<file path="src/rtl/float_normalizer.sv">
`default_nettype none
// ============================================================================
//  Module      : float_normalizer
//  Description : Back end of the FP adder. Normalizes a raw mantissa sum one
//                bit per cycle, tracking the biased exponent, and reports
//                zero / overflow / underflow on a valid/ready output.
//  Revision    : 1.0 - initial release
// ============================================================================
module float_normalizer #(
    parameter int N = 8,   // biased exponent width
    parameter int M = 23   // fraction width, hidden bit excluded
) (
    input  logic         Clock,
    input  logic         ResetN,
    input  logic         InValid,
    output logic         InReady,
    input  logic [N-1:0] ExpIn,
    input  logic [M+1:0] SumIn,
    output logic         OutValid,
    input  logic         OutReady,
    output logic [N-1:0] ExpOut,
    output logic [M-1:0] MantOut,
    output logic         Zero,
    output logic         Overflow,
    output logic         Underflow
);

    typedef enum logic [1:0] {
        IDLE = 2'd0,
        NORM = 2'd1,
        DONE = 2'd2
    } stateT;

    localparam logic [N-1:0] c_expOnes = {N{1'b1}};
    localparam logic [N-1:0] c_expMax  = {{(N-1){1'b1}}, 1'b0};  // largest finite exponent
    localparam logic [N-1:0] c_expOne  = {{(N-1){1'b0}}, 1'b1};
    localparam logic [N-1:0] c_expZero = {N{1'b0}};

    stateT        r_state;
    stateT        w_nextState;
    logic [N-1:0] r_exp;
    logic [M+1:0] r_sum;
    logic [N-1:0] w_nextExp;
    logic [M+1:0] w_nextSum;

    logic [N-1:0] r_expOut;
    logic [M-1:0] r_mantOut;
    logic         r_zero;
    logic         r_overflow;
    logic         r_underflow;

    // Result values captured on the transition into DONE
    logic         w_loadOut;
    logic [N-1:0] w_resExp;
    logic [M-1:0] w_resMant;
    logic         w_resZero;
    logic         w_resOverflow;
    logic         w_resUnderflow;

    assign InReady   = (r_state == IDLE) && ResetN;
    assign OutValid  = (r_state == DONE);
    assign ExpOut    = r_expOut;
    assign MantOut   = r_mantOut;
    assign Zero      = r_zero;
    assign Overflow  = r_overflow;
    assign Underflow = r_underflow;

    // State register; reset drops any operand in flight
    always_ff @(posedge Clock) begin
        if (!ResetN) begin
            r_state <= IDLE;
        end else begin
            r_state <= w_nextState;
        end
    end

    // Working exponent/sum and the held result registers
    always_ff @(posedge Clock) begin
        if (!ResetN) begin
            r_exp       <= c_expZero;
            r_sum       <= '0;
            r_expOut    <= c_expZero;
            r_mantOut   <= '0;
            r_zero      <= 1'b0;
            r_overflow  <= 1'b0;
            r_underflow <= 1'b0;
        end else begin
            r_exp <= w_nextExp;
            r_sum <= w_nextSum;
            if (w_loadOut) begin
                r_expOut    <= w_resExp;
                r_mantOut   <= w_resMant;
                r_zero      <= w_resZero;
                r_overflow  <= w_resOverflow;
                r_underflow <= w_resUnderflow;
            end
        end
    end

    // Next-state, one normalization step per cycle, and result selection
    always_comb begin
        w_nextState    = r_state;
        w_nextExp      = r_exp;
        w_nextSum      = r_sum;
        w_loadOut      = 1'b0;
        w_resExp       = c_expZero;
        w_resMant      = '0;
        w_resZero      = 1'b0;
        w_resOverflow  = 1'b0;
        w_resUnderflow = 1'b0;

        case (r_state)
            IDLE: begin
                if (InValid) begin
                    w_nextExp = ExpIn;
                    w_nextSum = SumIn;
                    if (SumIn == '0) begin
                        w_nextState = DONE;
                        w_loadOut   = 1'b1;
                        w_resZero   = 1'b1;
                    end else if (ExpIn == c_expOnes) begin
                        w_nextState   = DONE;
                        w_loadOut     = 1'b1;
                        w_resOverflow = 1'b1;
                        w_resExp      = c_expOnes;
                    end else if (ExpIn == c_expZero) begin
                        // Denormal inputs are flushed rather than normalized
                        w_nextState    = DONE;
                        w_loadOut      = 1'b1;
                        w_resUnderflow = 1'b1;
                    end else begin
                        w_nextState = NORM;
                    end
                end
            end

            NORM: begin
                if (r_sum[M+1] && (r_exp == c_expMax)) begin
                    w_nextState   = DONE;
                    w_loadOut     = 1'b1;
                    w_resOverflow = 1'b1;
                    w_resExp      = c_expOnes;
                end else if (r_sum[M+1]) begin
                    // Carry out: shift right, truncating the LSB
                    w_nextSum = r_sum >> 1;
                    w_nextExp = r_exp + c_expOne;
                end else if (!r_sum[M] && (r_exp == c_expOne)) begin
                    w_nextState    = DONE;
                    w_loadOut      = 1'b1;
                    w_resUnderflow = 1'b1;
                end else if (!r_sum[M]) begin
                    w_nextSum = r_sum << 1;
                    w_nextExp = r_exp - c_expOne;
                end else begin
                    w_nextState = DONE;
                    w_loadOut   = 1'b1;
                    w_resExp    = r_exp;
                    w_resMant   = r_sum[M-1:0];
                end
            end

            DONE: begin
                if (OutReady) begin
                    w_nextState = IDLE;
                end
            end

            default: begin
                w_nextState = IDLE;
            end
        endcase
    end

endmodule
`default_nettype wire

</file>
<file path="config.mk">
export PLATFORM = sky130hd
export DESIGN_NAME = float_normalizer
export DESIGN_NICKNAME = d
export VERILOG_FILES = /design/src/rtl/float_normalizer.sv
export SDC_FILE = /design/constraint.sdc
export NUM_CORES = 1
export LEC_CHECK = 0
export ABC_AREA = 1
export CORE_AREA = 4 4 101 103
export CTS_BUF_LIST = sky130_fd_sc_hd__clkbuf_8
export CTS_CLUSTER_SIZE = 40
export DETAILED_ROUTE_END_ITERATION = 16
export DIE_AREA = 0 0 105 107
export MAX_ROUTING_LAYER = met4
export PLACE_DENSITY = 0.69
export RECOVER_POWER = 50
export REMOVE_ABC_BUFFERS = 1
export SETUP_SLACK_MARGIN = 0.4
export SLEW_MARGIN = 20
export SYNTH_ARGS = -nofsm -noshare
export SYNTH_HDL_FRONTEND = slang
export SYNTH_SLANG_ARGS = --single-unit
</file>
<file path="constraint.sdc">
create_clock -name Clock -period 2.1 [get_ports Clock]
set_clock_uncertainty 0.2 [all_clocks]
set_input_delay 0.42 -clock Clock [delete_from_list [all_inputs] [get_ports Clock]]
set_output_delay 0.42 -clock Clock [all_outputs]
set_load 0.02 [all_outputs]
</file>
# == Word-level counts from Yosys, hierarchy flattened ==
# Cells that the tools add are included.
# op_classes
addsub,2
n_eq_ne,12
n_mux,59
n_reduce_logical,12
# ops
cell,count
2-to-1 mux 23 bit,5
2-to-1 mux 8 bit,12
2-to-1 mux 24 bit,3
2-to-1 mux 25 bit,2
case mux 25 bit (2 select lines),1
case mux 8 bit (2 select lines),2
zero test 25 bit,1
2-to-1 mux 1 bit,21
2-to-1 mux 2 bit,9
equality test 8 bit (second input constant),2
inequality test 3 bit (second input constant),3
adder 8 x 1 -> 8 bit (second input constant),1
equality test 8 x 1 -> 1 bit (second input constant),1
zero test 8 bit,1
AND reduction 4 bit,2
subtractor 8 x 1 -> 8 bit (second input constant),1
case mux 1 bit (2 select lines),3
case mux 2 bit (3 select lines),1
AND reduction 5 bit,1
inequality test 2 bit (second input constant),2
inequality test 4 bit (second input constant),1
logical AND 1 bit,3
AND reduction 3 bit,1
equality test 2 x 1 -> 1 bit (second input constant),1
5 further kinds,5
# totals
reg_bits,69
inputBits,37
output_inout_bits,36

# == Depth between registers and ports, before layout ==
# logic_depth
depth_word,6
mapped_depth,13
ltp_nobuf,11

# == Least setup slack after synthesis ==
# Ideal clock, no wire load.
# synth_timing
path_type,register to register
from,register r_exp[1]
to,register r_sum[18]
setup_ns,0.128
arrival_time_ns,1.518
required_ns,1.772
slack_ns,0.255
path_stages_with_launch,14
path_cell_list,dfxtp_1 > inv_1 > ha_1 > nor3b_2 > nand3_1 > nand2_1 > nand2_1 > nand2_2 > inv_2 > buf_6 > buf_6 > nand2_1 > o21ai_1 > nor2_1
# synth_via
elab_chain_cells,4
word_cells_on_any_way,7
cone_classes,eq/ne: 4; reduce/logical: 3
# synth_lines
item,line,source
start: declaration,41,logic [N-1:0] r_exp;
start signal: assignment,80,r_exp <= c_expZero;
start signal: assignment,88,r_exp <= w_nextExp;
equality test 8 x 1 -> 1 bit or equality test 8 bit (tied branches),"147, 138",
logical AND 1 bit (on tied branches),"147, 138",
inequality test 3 bit (no line) or inequality test 2 bit (tied branches),n/a,
AND reduction 5 bit (no line) *,n/a,
end signal: assignment,89,r_sum <= w_nextSum;
end: declaration,42,logic [M+1:0] r_sum;
# Mark *: on every way between the ends. The rest lies on a longest branch, timed or not.
# A chain may end at the register's enable or synchronous reset.

# == Worst setup path after layout ==
# layout_timing
from,register r_exp[1]
to,"register r_mantOut[0], in the netlist MantOut[0]"
# layout_via
elab_chain_cells,6
word_cells_on_any_way,12
cone_classes,eq/ne: 2; mux: 8; reduce/logical: 2
# layout_lines
item,line,source
equality test 8 x 1 -> 1 bit,147,end else if (!r_sum[M] && (r_exp == c_expOne)) begin
logical AND 1 bit,147,
2-to-1 mux 1 bit or 2-to-1 mux 23 bit (tied branches),147,
2-to-1 mux 1 bit or 2-to-1 mux 23 bit (tied branches),143,end else if (r_sum[M+1]) begin
2-to-1 mux 1 bit or 2-to-1 mux 23 bit (tied branches),138,if (r_sum[M+1] && (r_exp == c_expMax)) begin
case mux 1 bit (2 select lines) or 2-to-1 mux 23 bit (tied branches),112,case (r_state)
end signal: assignment,92,r_mantOut <= w_resMant;
end: declaration,47,logic [M-1:0] r_mantOut;
# Parallel ways exist; a longest one is shown, timed or not.

==> flow_metrics.env <==
export IMPL_hold_path_class="in -> reg"
export IMPL_worst_setup_path_start_kind="register"
export IMPL_swShare=0.394
export IMPL_finalWirelength_um=16000
export IMPL_core_um2=9200
export IMPL_numPortBuffers=72
export IMPL_setup_violations=0
export IMPL_synth_xor_area_frac=0.00210
export IMPL_antenna_found_initial=0
export IMPL_ant_nets=0
export IMPL_cts_sinks=69
export IMPL_dp_hpwl_um=7950
export IMPL_synth_compound_area_frac=0.205
export IMPL_total_leakage_power_nw=3.28
export IMPL_clk_latency_ns=0.36
export IMPL_synth_top_flop_cell="dfxtp_1"
export IMPL_ioPinCount=73
export IMPL_drt_pre_antenna_iters=5
export IMPL_p_switching_mw=2.13
export IMPL_synth_cell_types=32
export IMPL_seqPwrFrac=0.318
export IMPL_cts_hold_buf=0
export IMPL_cp_top_family="simple AND/OR/NAND/NOR gates"
export IMPL_yosysSeqAreaShare=0.332
export IMPL_crit_buf_inv=3
export IMPL_cts_max_level=3
export IMPL_die_x_um=105
export IMPL_grt_pass1_vias=4774
export IMPL_max_slew_margin=0.658
export IMPL_nNetsFinal=831
export IMPL_overflow=0
export IMPL_multi_input_area_um2=2730
export IMPL_grt_pass1_wl_um=23400
export IMPL_synth_area_leaders="dfxtp_1 33%, nand2_1 10%, nor2_1 10%"
export IMPL_syn_instance_count=661
export IMPL_synth_top_family_by_area="simple AND/OR/NAND/NOR gates"
export IMPL_status="finished, final reports clean"
export IMPL_gp_congestion=0.898
export IMPL_placed_cells=832
export IMPL_wl_per_cell_um=17.7
export IMPL_finalHoldViolCount=0
export IMPL_whs_ns=0.265
export IMPL_initial_core_util=0.453
export IMPL_drc=0
export IMPL_antennaDiodeCount=0
export IMPL_powerDensity_nw_per_um2=799
export IMPL_regArea_um2=1400
export IMPL_finalCritPeriodShare=0.982
export IMPL_cts_tree="built"
export IMPL_path_max_fanout=6
export IMPL_netlist_top_cells_count="115 x nand2_1, 114 x nor2_1, 88 x inv_1"
export IMPL_viasPerCell=5.72
export IMPL_crit_path_cell_trace="inv_2, ha_4, nor3b_4, nand3_2, nand3_4, nand3_4, buf_12, clkbuf_16, nand3_2, nand2_1, nor2_1"
export IMPL_grt_use_total=0.263
export IMPL_dieArea_um2=11200
export IMPL_fp_row_count=35
export IMPL_yosysMostFrequentCell="nand2_1"
export IMPL_worst_pin_slew_ns=0.513
export IMPL_numCtsBuffers=9
export IMPL_ys_ff_latch=69
export IMPL_synth_edf_count=0
export IMPL_intPower_mw=3.26
export IMPL_synth_warnings=0
export IMPL_max_freq_mhz=485
export IMPL_clkPwrFrac=0.209
export IMPL_drive_above_1_share=0.322
export IMPL_ir_drop_mv=0.417
export IMPL_rsz0062_at_grt="yes"
export IMPL_arrival_ns=2.15
export IMPL_async_reset_ff_frac=0
export IMPL_first_iter_violations=452
export IMPL_syn_area_per_cell_um2=6.30
export IMPL_maxSlewViolCount=0
export IMPL_synth_top_cell_area_share=0.332
export IMPL_synth_cell_area_um2=4170
export IMPL_synthSimpleGateAreaFrac=0.310
export IMPL_n_fill_cell=672
export IMPL_clock_path_buffers=2
export IMPL_p_comb_frac=0.472
export IMPL_synthAdderAreaFrac=0.0120
export IMPL_syn_to_final_growth_pct=61.9
export IMPL_die_h_um=107
export IMPL_dr_total_vias=5181
export IMPL_stdcell_count=905
export IMPL_grt_max_degree=41
export IMPL_cap_violations=0
export IMPL_slowest_delay_ns=0.34
export IMPL_cp_required_ns=2.19
export IMPL_root_buffer="clkbuf_8"
export IMPL_fin_crit_ns=2.06
export IMPL_criticalPathCategory="reg -> reg"
export IMPL_synth_mux_area_frac=0
export IMPL_yosysTopAreaCell="dfxtp_1"
export IMPL_cp_slowest_cell="dfxtp_2"
export IMPL_clk_pin_slew_ns=0.09
export IMPL_critPathCaptureType="register"
-- layer usage --
layer  vias to the layer above  wire (um)  track usage
li1                       2406          -            -
met1                      2405       6330        0.321
met2                       301       7850        0.433
met3                        69       1210       0.0379
met4                         0        620        0.119
met5                         -          0            -
-- flip-flops by register name, indices dropped and copies added, names as in the netlist --
name	count
r_sum	25
MantOut	23
Overflow	1
Underflow	1
r_state	2
Zero	1
r_exp	8
ExpOut	8
-- tightest hold or removal path: cells and delay by family --
family,cells,cell delay [ns]
simple gates,2,0.15
buf+inv,1,0.09
compound gates,2,0.13
-- cell type report --
type,count,area share
Multi-Input combinational cell,454,0.405
Timing Repair Buffer,163,0.285
Sequential cell,69,0.208
Inverter,93,0.0538
Tap cell,111,0.0206
Clock buffer,9,0.0184
Clock inverter,6,0.00946
-- cells by family (layout without fill, tap and decap cells) --
| group | Yosys count | count (layout) |
|---|---|---|
| DFF | 69 | 69 |
| AOI/OAI and AO/OA | 141 | 141 |
| and+or+nand+nor | 307 | 308 |
| xor gates and xnor gates | 1 | 1 |
| adders and majority gates | 4 | 4 |
| buffers and inverters | 139 | 271 |
-- path summary, 6_finish.rpt --
check,from,endpoint,slack [ns],cells past startpoint
max,r_exp[1],MantOut[0],0.04,11
min reg2reg,r_sum[22],r_sum[22],0.31,2
min,SumIn[12],r_sum[12],0.27,5
max reg2reg,r_exp[1],MantOut[0],0.04,11
-- through the flow --
stage          area [um^2]  TNS (ns)   util  power [mW]  setup WS [ns]
2_1_floorplan         3940    -61.35      -        2.68          -1.21
3_3_place_gp          5120     -6.42  0.557        3.29         -0.320
3_5_place_dp          5120     -7.35  0.557        3.33         -0.310
4_1_cts               6330         0  0.689        5.02          0.141
5_1_grt               6750   -0.0630  0.733        5.63        -0.0266
6_report              6750         0  0.733        5.39         0.0370
-- timing repair --
item | CTS | global route
endpoints found under the setup margin | 104 | 77
pin swaps | 28 | 65
setup buffers | 33 | 4
resized for setup | 217 | 80
gates cloned | 17 | 4
-- cells in the final DEF, fill, tap and decap left out, types with 8 or more instances in the layout --
cell type,synthesis,layout
o21ai_2,0,20
o221ai_1,21,21
clkdlybuf4s15_1,0,20
a21oi_2,11,22
a21oi_1,38,24
buf_16,0,15
dlygate4sd2_1,0,45
buf_4,2,47
dfxtp_1,69,58
clkbuf_8,0,9
nand2_1,115,100
nand3_2,1,32
nand2_2,3,15
o211ai_1,8,8
nand4_1,8,8
inv_1,88,81
buf_6,4,13
buf_12,0,12
nor2_1,114,102
dfxtp_2,0,9
o21ai_0,47,31
nand3_1,58,24
nor2_2,2,11
inv_2,5,9
-- power by group through the flow --
stage / registers, mW / logic [mW] / clock network (mW)
2_1_floorplan: 1.76 / 0.920 / 0
3_3_place_gp: 1.68 / 1.61 / 0
3_5_place_dp: 1.69 / 1.64 / 0
4_1_cts: 1.69 / 2.23 / 1.10
5_1_grt: 1.73 / 2.72 / 1.17
6_report: 1.71 / 2.55 / 1.13
Note: power is estimated with default switching activity, not from simulation.
